## config.mk

```make
export PLATFORM = sky130hd
export DESIGN_NAME = uart_tx
export DESIGN_NICKNAME = d
export VERILOG_FILES = /design/src/rtl/uart_pkg.sv /design/src/rtl/uart_tx.sv
export SDC_FILE = /design/constraint.sdc
export NUM_CORES = 1
export LEC_CHECK = 0
export BUFFER_PORTS_ARGS = -buffer_cell sky130_fd_sc_hd__buf_2
export CELL_PAD_IN_SITES_DETAIL_PLACEMENT = 2
export CELL_PAD_IN_SITES_GLOBAL_PLACEMENT = 2
export CORE_UTILIZATION = 36
export DETAILED_ROUTE_END_ITERATION = 8
export HOLD_SLACK_MARGIN = 0.03
export PLACE_DENSITY_LB_ADDON = 0.15
export SLEW_MARGIN = 20
export SYNTH_ARGS = -nofsm -noshare
export SYNTH_HDL_FRONTEND = slang
export SYNTH_SLANG_ARGS = --single-unit
```

## constraint.sdc

```tcl
create_clock -name clk -period 2.1 [get_ports clk]
set_input_delay 0.21 -clock clk [delete_from_list [all_inputs] [get_ports clk]]
set_output_delay 0.21 -clock clk [all_outputs]
set_load 0.02 [all_outputs]
```

## src/rtl/uart_pkg.sv

```systemverilog
// rtl/uart_pkg.sv - shared UART definitions: FSM states, parity modes, oversample factor.
package uart_pkg;

  typedef enum logic [2:0] {
    ST_IDLE   = 3'd0,
    ST_START  = 3'd1,
    ST_DATA   = 3'd2,
    ST_PARITY = 3'd3,
    ST_STOP   = 3'd4
  } uart_state_e;

  localparam int PAR_NONE = 0;
  localparam int PAR_ODD  = 1;
  localparam int PAR_EVEN = 2;

  localparam int OS_TICK = 16;

  // Data is zero-extended to 9 bits, which leaves the XOR of the word unchanged.
  function automatic logic parity_bit(input logic [8:0] data, input int mode);
    parity_bit = (mode == PAR_ODD) ? ~^data : ^data;
  endfunction

endpackage

```

## src/rtl/uart_tx.sv

```systemverilog
// rtl/uart_tx.sv - UART transmitter: start, DBIT data bits LSB first, optional parity, stop.
module uart_tx
  import uart_pkg::*;
#(
  parameter int DBIT    = 8,
  parameter int SB_TICK = 16,
  parameter int PARITY  = 0
) (
  input  logic            clk,
  input  logic            reset_n,
  input  logic            s_tick,
  input  logic            tx_start,
  input  logic [DBIT-1:0] tx_din,
  output logic            tx_busy,
  output logic            tx_done_tick,
  output logic            tx
);

  localparam int              NW        = (DBIT > 1) ? $clog2(DBIT) : 1;
  localparam logic [4:0]      S_LAST    = 5'(OS_TICK - 1);
  localparam logic [4:0]      STOP_LAST = 5'(SB_TICK - 1);
  localparam logic [NW-1:0]   N_LAST    = NW'(DBIT - 1);

  uart_state_e     state_q, state_d;
  logic [4:0]      s_q, s_d;
  logic [NW-1:0]   n_q, n_d;
  logic [DBIT-1:0] shift_q, shift_d;
  logic            par_q, par_d;
  logic            tx_q, tx_d;
  logic            busy_q;

  always_ff @(posedge clk or negedge reset_n) begin
    if (!reset_n) begin
      state_q <= ST_IDLE;
      s_q     <= '0;
      n_q     <= '0;
      shift_q <= '0;
      par_q   <= 1'b0;
      tx_q    <= 1'b1;
      busy_q  <= 1'b0;
    end else begin
      state_q <= state_d;
      s_q     <= s_d;
      n_q     <= n_d;
      shift_q <= shift_d;
      par_q   <= par_d;
      tx_q    <= tx_d;
      busy_q  <= (state_d != ST_IDLE);
    end
  end

  always_comb begin
    state_d      = state_q;
    s_d          = s_q;
    n_d          = n_q;
    shift_d      = shift_q;
    par_d        = par_q;
    tx_d         = 1'b1;
    tx_done_tick = 1'b0;
    case (state_q)
      ST_IDLE: begin
        if (tx_start) begin
          shift_d = tx_din;
          // Parity is fixed at acceptance; the shift register is consumed during the frame.
          par_d   = parity_bit(9'(tx_din), PARITY);
          s_d     = '0;
          state_d = ST_START;
        end
      end
      ST_START: begin
        tx_d = 1'b0;
        if (s_tick) begin
          if (s_q == S_LAST) begin
            s_d     = '0;
            n_d     = '0;
            state_d = ST_DATA;
          end else begin
            s_d = s_q + 5'd1;
          end
        end
      end
      ST_DATA: begin
        tx_d = shift_q[0];
        if (s_tick) begin
          if (s_q == S_LAST) begin
            s_d     = '0;
            shift_d = shift_q >> 1;
            if (n_q == N_LAST) begin
              state_d = (PARITY != PAR_NONE) ? ST_PARITY : ST_STOP;
            end else begin
              n_d = n_q + 1'b1;
            end
          end else begin
            s_d = s_q + 5'd1;
          end
        end
      end
      ST_PARITY: begin
        tx_d = par_q;
        if (s_tick) begin
          if (s_q == S_LAST) begin
            s_d     = '0;
            state_d = ST_STOP;
          end else begin
            s_d = s_q + 5'd1;
          end
        end
      end
      ST_STOP: begin
        tx_d = 1'b1;
        if (s_tick) begin
          if (s_q == STOP_LAST) begin
            tx_done_tick = 1'b1;
            state_d      = ST_IDLE;
          end else begin
            s_d = s_q + 5'd1;
          end
        end
      end
      default: state_d = ST_IDLE;
    endcase
  end

  assign tx      = tx_q;
  assign tx_busy = busy_q;

endmodule

```

==> impl_metrics.csv, run 1 <==
group,metric,value,unit
floorplanning,rows,21,
sta,post-route-period-util,94.4,%
route,wirelength,3.13,mm
setup_path,r2r_setup_slack,140,ps
power,peakVddDrop,0.426,mV
route,ant_nets,0,
route,viasPerCell,5.13,
min_path,min-delay-start,"tx_din[7]",
sta,relSlewSlack,65.0,%
min_path,min-delay-path-class,"primary input to flip-flop",
sta,tns,0,ps
setup_path,worstSetupEndpointType,"output pin",
sta,setup_violations,0,
setup_path,path_max_fanout,4,
setup_path,arrival,1770,ps
floorplanning,io_pins,15,
setup_path,crit_path_start_kind,"flip-flop",
floorplanning,dieArea,3850,um2
min_path,hold_depth,2,
clock_network,cts.path.max_buffers,2,
setup_path,worst-path-buf-inv,1,
yosys,synth_edf_count,0,
yosys,yosysMostFrequentCell,"dfrtp_1",
yosys,synth_nets,147,
yosys,yosysUniqueCellTypes,39,
layout,drive_above_1_share,24.3,%
clock_network,cts_tree,"done",
yosys,synth_warnings,0,
layout,ff_latch_area,552,um2
sta,finalHoldViolations,0,
layout,fin_nets,163,
yosys,syn_inst,129,
setup_path,reg2reg_from,"n_q[0]",
grt,antenna_found_initial,0,
clock_network,cts.sinks,22,
clock_network,clkSlewWorstSetupHoldPaths,120,ps
power,power_density,1290,nW/um2
floorplanning,die_width,62.1,um
route,drt_pass1_iterations,4,
min_path,min_to,"shift_q[7]",
floorplanning,chipHeight,62.1,um
clock_network,htree_levels,1,
clock_network,clock-root-buffer,"clkbuf_4",
route,post-route-drc-count,0,
yosys,yosys_most_used_dff,"dfrtp_1",
sta,max_freq,505,MHz
setup_path,critical_path_class,"flip-flop to output pin",
sta,rsz0062_at_grt,"false",
route,drt_iter0_drc,16,
layout,diodes,0,
yosys,ys_top_cells_by_area,"dfrtp_1, mux2i_1, ha_1",
setup_path,required,1890,ps
setup_path,crit_top_cell,"ha_2",
floorplanning,initial_core_util,38.3,%
setup_path,reg2reg_depth,6,
layout,areaGrowthSynthToFinish,12.6,%
setup_path,critPathTopFamily,"simple AND/OR/NAND/NOR gates",
layout,final_cells,190,
grt,grt_overflow_total,0,
place,dp.final_hpwl,2.35,mm
grt,track_usage,18.8,%
yosys,synth_area_leader_cell,"dfrtp_1",
layout,multi_input_area,702,um2
sta,period_minus_slack,1980,ps
yosys,ys_seq_elements,22,
place,numPortBuffers,14,
setup_path,worstPathCellList,"ha_2 -> and3_4 -> ha_2 -> and2_4 -> and3_1 -> buf_2",
sta,finalClockSkew,5.86,ps
yosys,syn-cell-area,1300,um2
place,dp.cells,184,
clock_network,clock_latency,310,ps
place,gp_congestion,0.740,
power,cellLeakagePower,0.691,nW
yosys,syn_avg_cell_area,10.1,um2
sta,tightestPinTransition,525,ps
setup_path,r2r_end,"n_q[0]",
yosys,synthTopCellsByCount,"dfrtp_1, mux2i_1, nand2_1, nor2_1",
yosys,ys_seq_area_share,42.5,%
grt,grt_max_degree,23,
floorplanning,fp.coreArea,3390,um2
grt,grt_pass1_vias,1066,
route,wire_per_inst,16.5,um
sta,slew_viol_final,0,
route,via_count,975,
clock_network,cts_inserted_buffers,3,
setup_path,crit_slowest_cell,"dfrtp_1",
job,maxCapViolations,0,
run_status,status,"finished clean",
setup_path,cpPeakStageDelay,410,ps
yosys,yosys.area.top_type_share,40.5,%
layout,fillCellCount,372,
grt,grt_pass1_wl,5.15,mm
yosys,async_reset_ff_share,100,%
[flip-flops by register name (all words and copies together) (netlist names)]
| signal | cells |
|---|---|
| tx_busy | 1 |
| par_q | 1 |
| shift_q | 8 |
| n_q | 3 |
| s_q | 5 |
| state_q | 3 |
| tx | 1 |
[cell type report]
type                            instances  area share, %
Multi-Input combinational cell         94           48.0
Sequential cell                        22           37.7
Clock buffer                            4           1.80
Tap cell                               46           3.93
Inverter                                6           1.54
Timing Repair Buffer                   18           7.01
[cells in the final DEF (no fill, tap or decap), types with 2 or more instances in the layout]
| master | n |
|---|---|
| dfrtp_1 | 21 |
| buf_2 | 14 |
| mux2i_1 | 10 |
| nand2_1 | 9 |
| nor2_1 | 9 |
| xnor2_1 | 7 |
| o21ai_0 | 7 |
| inv_1 | 6 |
| nand2b_1 | 5 |
| a22o_1 | 4 |
| a21oi_1 | 4 |
| ha_1 | 4 |
| and3_1 | 3 |
| clkbuf_4 | 3 |
| buf_4 | 3 |
| nor3b_1 | 2 |
| a21oi_2 | 2 |
| mux2_2 | 2 |
| o211ai_1 | 2 |
| o22ai_1 | 2 |
| o2bb2ai_1 | 2 |
| ha_2 | 2 |
[timing repair]
item                                   in CTS  in global routing
buffers inserted                            1                  0
resized for setup                           2                  3
endpoints found under the hold margin      21                  0
setup endpoints to repair                   1                  9
hold buffers                                1                  0
[where the power goes]
part / switching [mW] / internal (mW)
clock network: 0.129 / 0.0741
logic: 0.484 / 0.443
registers: 0.166 / 0.593
[layer usage]
layer	wire length, um	GRT usage, %
met5	0	0
met4	22	4.44
met3	64	5.18
met2	1640	33.6
met1	1400	22.2
[worst max-delay path by stage]
stage	cells after the start	from	endpoint
after floorplan	7	s_q[0]	n_q[0]
after global placement	6	s_q[0]	shift_q[7]
after detailed placement	7	s_q[0]	shift_q[5]
after CTS	6	s_q[1]	tx_done_tick
after global routing	6	s_q[1]	tx_done_tick
final	6	s_q[0]	tx_done_tick
[through the flow]
stage / setup slack [ps] / power, mW / instance area (um2) / util (%) / hold slack [ps]
floorplan: 325 / 1.43 / 1300 / - / -85.6
global placement: 180 / 1.62 / 1410 / 41.5 / 205
detailed placement: 96.3 / 1.68 / 1410 / 41.5 / 217
CTS: 20.6 / 1.91 / 1450 / 42.9 / 151
global route: 5.39 / 2.06 / 1460 / 43.2 / 151
finish: 118 / 1.89 / 1460 / 43.2 / 154
[worst register-to-register path, cell delays in order (launching register included)]
cell and delay, ps:
dfrtp_1 430, ha_1 230, ha_1 210, or3b_1 370, a21oi_2 180, o31ai_1 140, mux2_4 290
[cells by family (layout without fill, tap and decap cells)]
group / count (synthesis) / in the layout / share of synthesized area, %
AO/OA/AOI/OAI: 29 / 29 / 15.3
XOR/XNOR: 7 / 7 / 4.72
adder cells (fa/ha/maj): 6 / 6 / 5.78
buffers and inverters: 13 / 28 / 4.53
flip-flops: 22 / 22 / 42.5
multiplexers: 13 / 13 / 10.6
AND/OR/NAND/NOR: 39 / 39 / 16.6
(Power assumes the default switching activity.)
==> inputs of run 2 (changes only) <==
--- a/config.mk
+++ b/config.mk
@@ -11,7 +11,7 @@
 export CORE_UTILIZATION = 36
 export DETAILED_ROUTE_END_ITERATION = 8
 export HOLD_SLACK_MARGIN = 0.03
-export PLACE_DENSITY_LB_ADDON = 0.15
+export PLACE_DENSITY_LB_ADDON = 0.1
 export SLEW_MARGIN = 20
 export SYNTH_ARGS = -nofsm -noshare
 export SYNTH_HDL_FRONTEND = slang
==> run 2 against run 1 <==
  * Critical path depth did not move
  * Non-clock buffer count is the same
  * Setup slack worse by 39 ps
  * Critical path type unchanged
  * Largest cell class unchanged
  * Largest power group unchanged
  * Highest routed layer unchanged
==> impl_metrics.csv, run 2 (same netlist as run 1, synthesis figures left out) <==
group,metric,value,unit
sta,tns,0,ps
run_status,status,"finished clean",
grt,antenna_found_initial,0,
setup_path,path_max_fanout,4,
route,post-route-drc-count,0,
grt,grt_pass1_wl,4.73,mm
setup_path,cpPeakStageDelay,420,ps
clock_network,clkSlewWorstSetupHoldPaths,130,ps
setup_path,critical_path_class,"flip-flop to output pin",
route,drt_iter0_drc,23,
setup_path,reg2reg_depth,7,
power,swShare,40.9,%
grt,grt_pass1_vias,1030,
place,dp.final_hpwl,2.13,mm
route,viasPerCell,5.17,
route,wire_per_inst,15.5,um
power,p_comb_share,47.8,%
sta,fin_hold_ws,147,ps
setup_path,r2r_setup_slack,120,ps
power,peakVddDrop,0.458,mV
floorplanning,rows,21,
floorplanning,chipHeight,62.1,um
power,pwr-share-clk,12.8,%
grt,grt_overflow_total,0,
min_path,hold_depth,2,
place,place_ws,69.6,ps
sta,finalHoldViolations,0,
layout,final_common_cell,"dfrtp_1",
floorplanning,fp.coreArea,3390,um2
sta,finalClockSkew,7.50,ps
layout,fin_nets,163,
grt,grt_max_degree,23,
clock_network,clock-root-buffer,"clkbuf_4",
route,drt_pass1_iterations,4,
power,total_power,1.94,mW
floorplanning,die_width,62.1,um
route,ant_nets,0,
power,cellLeakagePower,0.696,nW
power,switchingPower,0.792,mW
layout,fillCellCount,362,
layout,fin_area,1470,um2
sta,post-route-period-util,96.2,%
place,place_area,1400,um2
power,intPower,1.15,mW
route,wirelength,2.95,mm
floorplanning,dieArea,3850,um2
job,maxCapViolations,0,
setup_path,arrival,1810,ps
sta,setup_violations,0,
grt,track_usage,17.5,%
sta,setup_ws,79.4,ps
layout,drive_above_1_share,24.3,%
setup_path,crit_slowest_cell,"dfrtp_1",
layout,largest_reg_flops,8,
clock_network,cts.sinks,22,
setup_path,crit_top_cell,"ha_2",
layout,largest-register,"shift_q",
sta,relSlewSlack,63.3,%
clock_network,cts.path.max_buffers,2,
sta,tightestPinTransition,551,ps
sta,period_minus_slack,2020,ps
clock_network,htree_levels,1,
place,numPortBuffers,14,
min_path,min-delay-path-class,"primary input to flip-flop",
floorplanning,io_pins,15,
sta,max_freq,495,MHz
power,power_density,1320,nW/um2
setup_path,worstPathCellList,"ha_2 -> and3_4 -> ha_2 -> and2_4 -> and3_1 -> buf_2",
setup_path,crit_path_start_kind,"flip-flop",
layout,layout_common_cells,"dfrtp_1, buf_2, mux2i_1, nand2_1, nor2_1",
clock_network,clock_latency,330,ps
clock_network,cts_tree,"done",
layout,diodes,0,
layout,areaGrowthSynthToFinish,13.3,%
place,gp_congestion,0.803,
setup_path,required,1890,ps
setup_path,worstSetupEndpointType,"output pin",
route,via_count,982,
clock_network,cts_inserted_buffers,3,
power,seq_power_share,39.3,%
floorplanning,initial_core_util,38.3,%
sta,slew_viol_final,0,
layout,largest_registers,"shift_q x8, s_q x5",
[run 2: changes by cell type in the layout (fill, tap and decap cells not counted)]
cell and delta:
clkbuf_8 +1, clkbuf_1 -1, a211o_2 -1, a211o_1 +1
[run 2: per-layer routing]
metal | vias to the layer above | track usage [%] | routed length [um]
met5 | - | 0 | 0
met4 | 0 | 8.25 | 59
met3 | 7 | 4.55 | 94
met2 | 13 | 31.0 | 1470
met1 | 479 | 19.5 | 1330
li1 | 483 | - | -
[run 2: final timing paths]
| check | to | start |
|---|---|---|
| setup / recovery | tx_done_tick | s_q[0] |
| hold / removal | shift_q[7] | tx_din[7] |
| setup reg to reg | shift_q[5] | s_q[0] |
| hold reg to reg | shift_q[1] | shift_q[1] |
| max in group asynchronous | tx | reset_n |
| min in group asynchronous | n_q[0] | reset_n |
[run 2: cell type report]
type                       instances  area [um2]  share of cell area, %
sequential                        22         552                   37.5
multi-input combinational         94         701                   47.6
timing repair buffer              18         103                   6.97
inverter                           6        22.5                   1.53
clock buffer                       4        36.3                   2.47
tap                               46        57.6                   3.91
[run 2: what timing repair did]
item | 4_1_cts | 5_1_grt
hold buffers | 1 | 0
resized for setup | 2 | 2
setup endpoints to repair | 1 | 4
buffers inserted | 2 | 0
endpoints found under the hold margin | 21 | 0
[run 2: metrics by stage]
step | instances | util (%)
floorplan | 129 | -
global placement | 183 | 41.2
detailed placement | 183 | 41.2
CTS | 190 | 43.2
global route | 190 | 43.4
finish | 190 | 43.4
[run 2: critical path: cells and delay by family, from the launching register on]
family                     cells  cell delay (ps)
DFF                            1              420
adders and majority gates      2              390
buffers and inverters          1              150
and+or+nand+nor                3              530
[run 2: power by group through the flow]
| stage | sequential (mW) | clock, mW | combinational, mW |
|---|---|---|---|
| after floorplan | 0.688 | 0 | 0.746 |
| after global placement | 0.762 | 0 | 0.836 |
| after detailed placement | 0.773 | 0 | 0.885 |
| after CTS | 0.758 | 0.264 | 0.938 |
| after global routing | 0.782 | 0.275 | 1.03 |
| final | 0.761 | 0.249 | 0.927 |
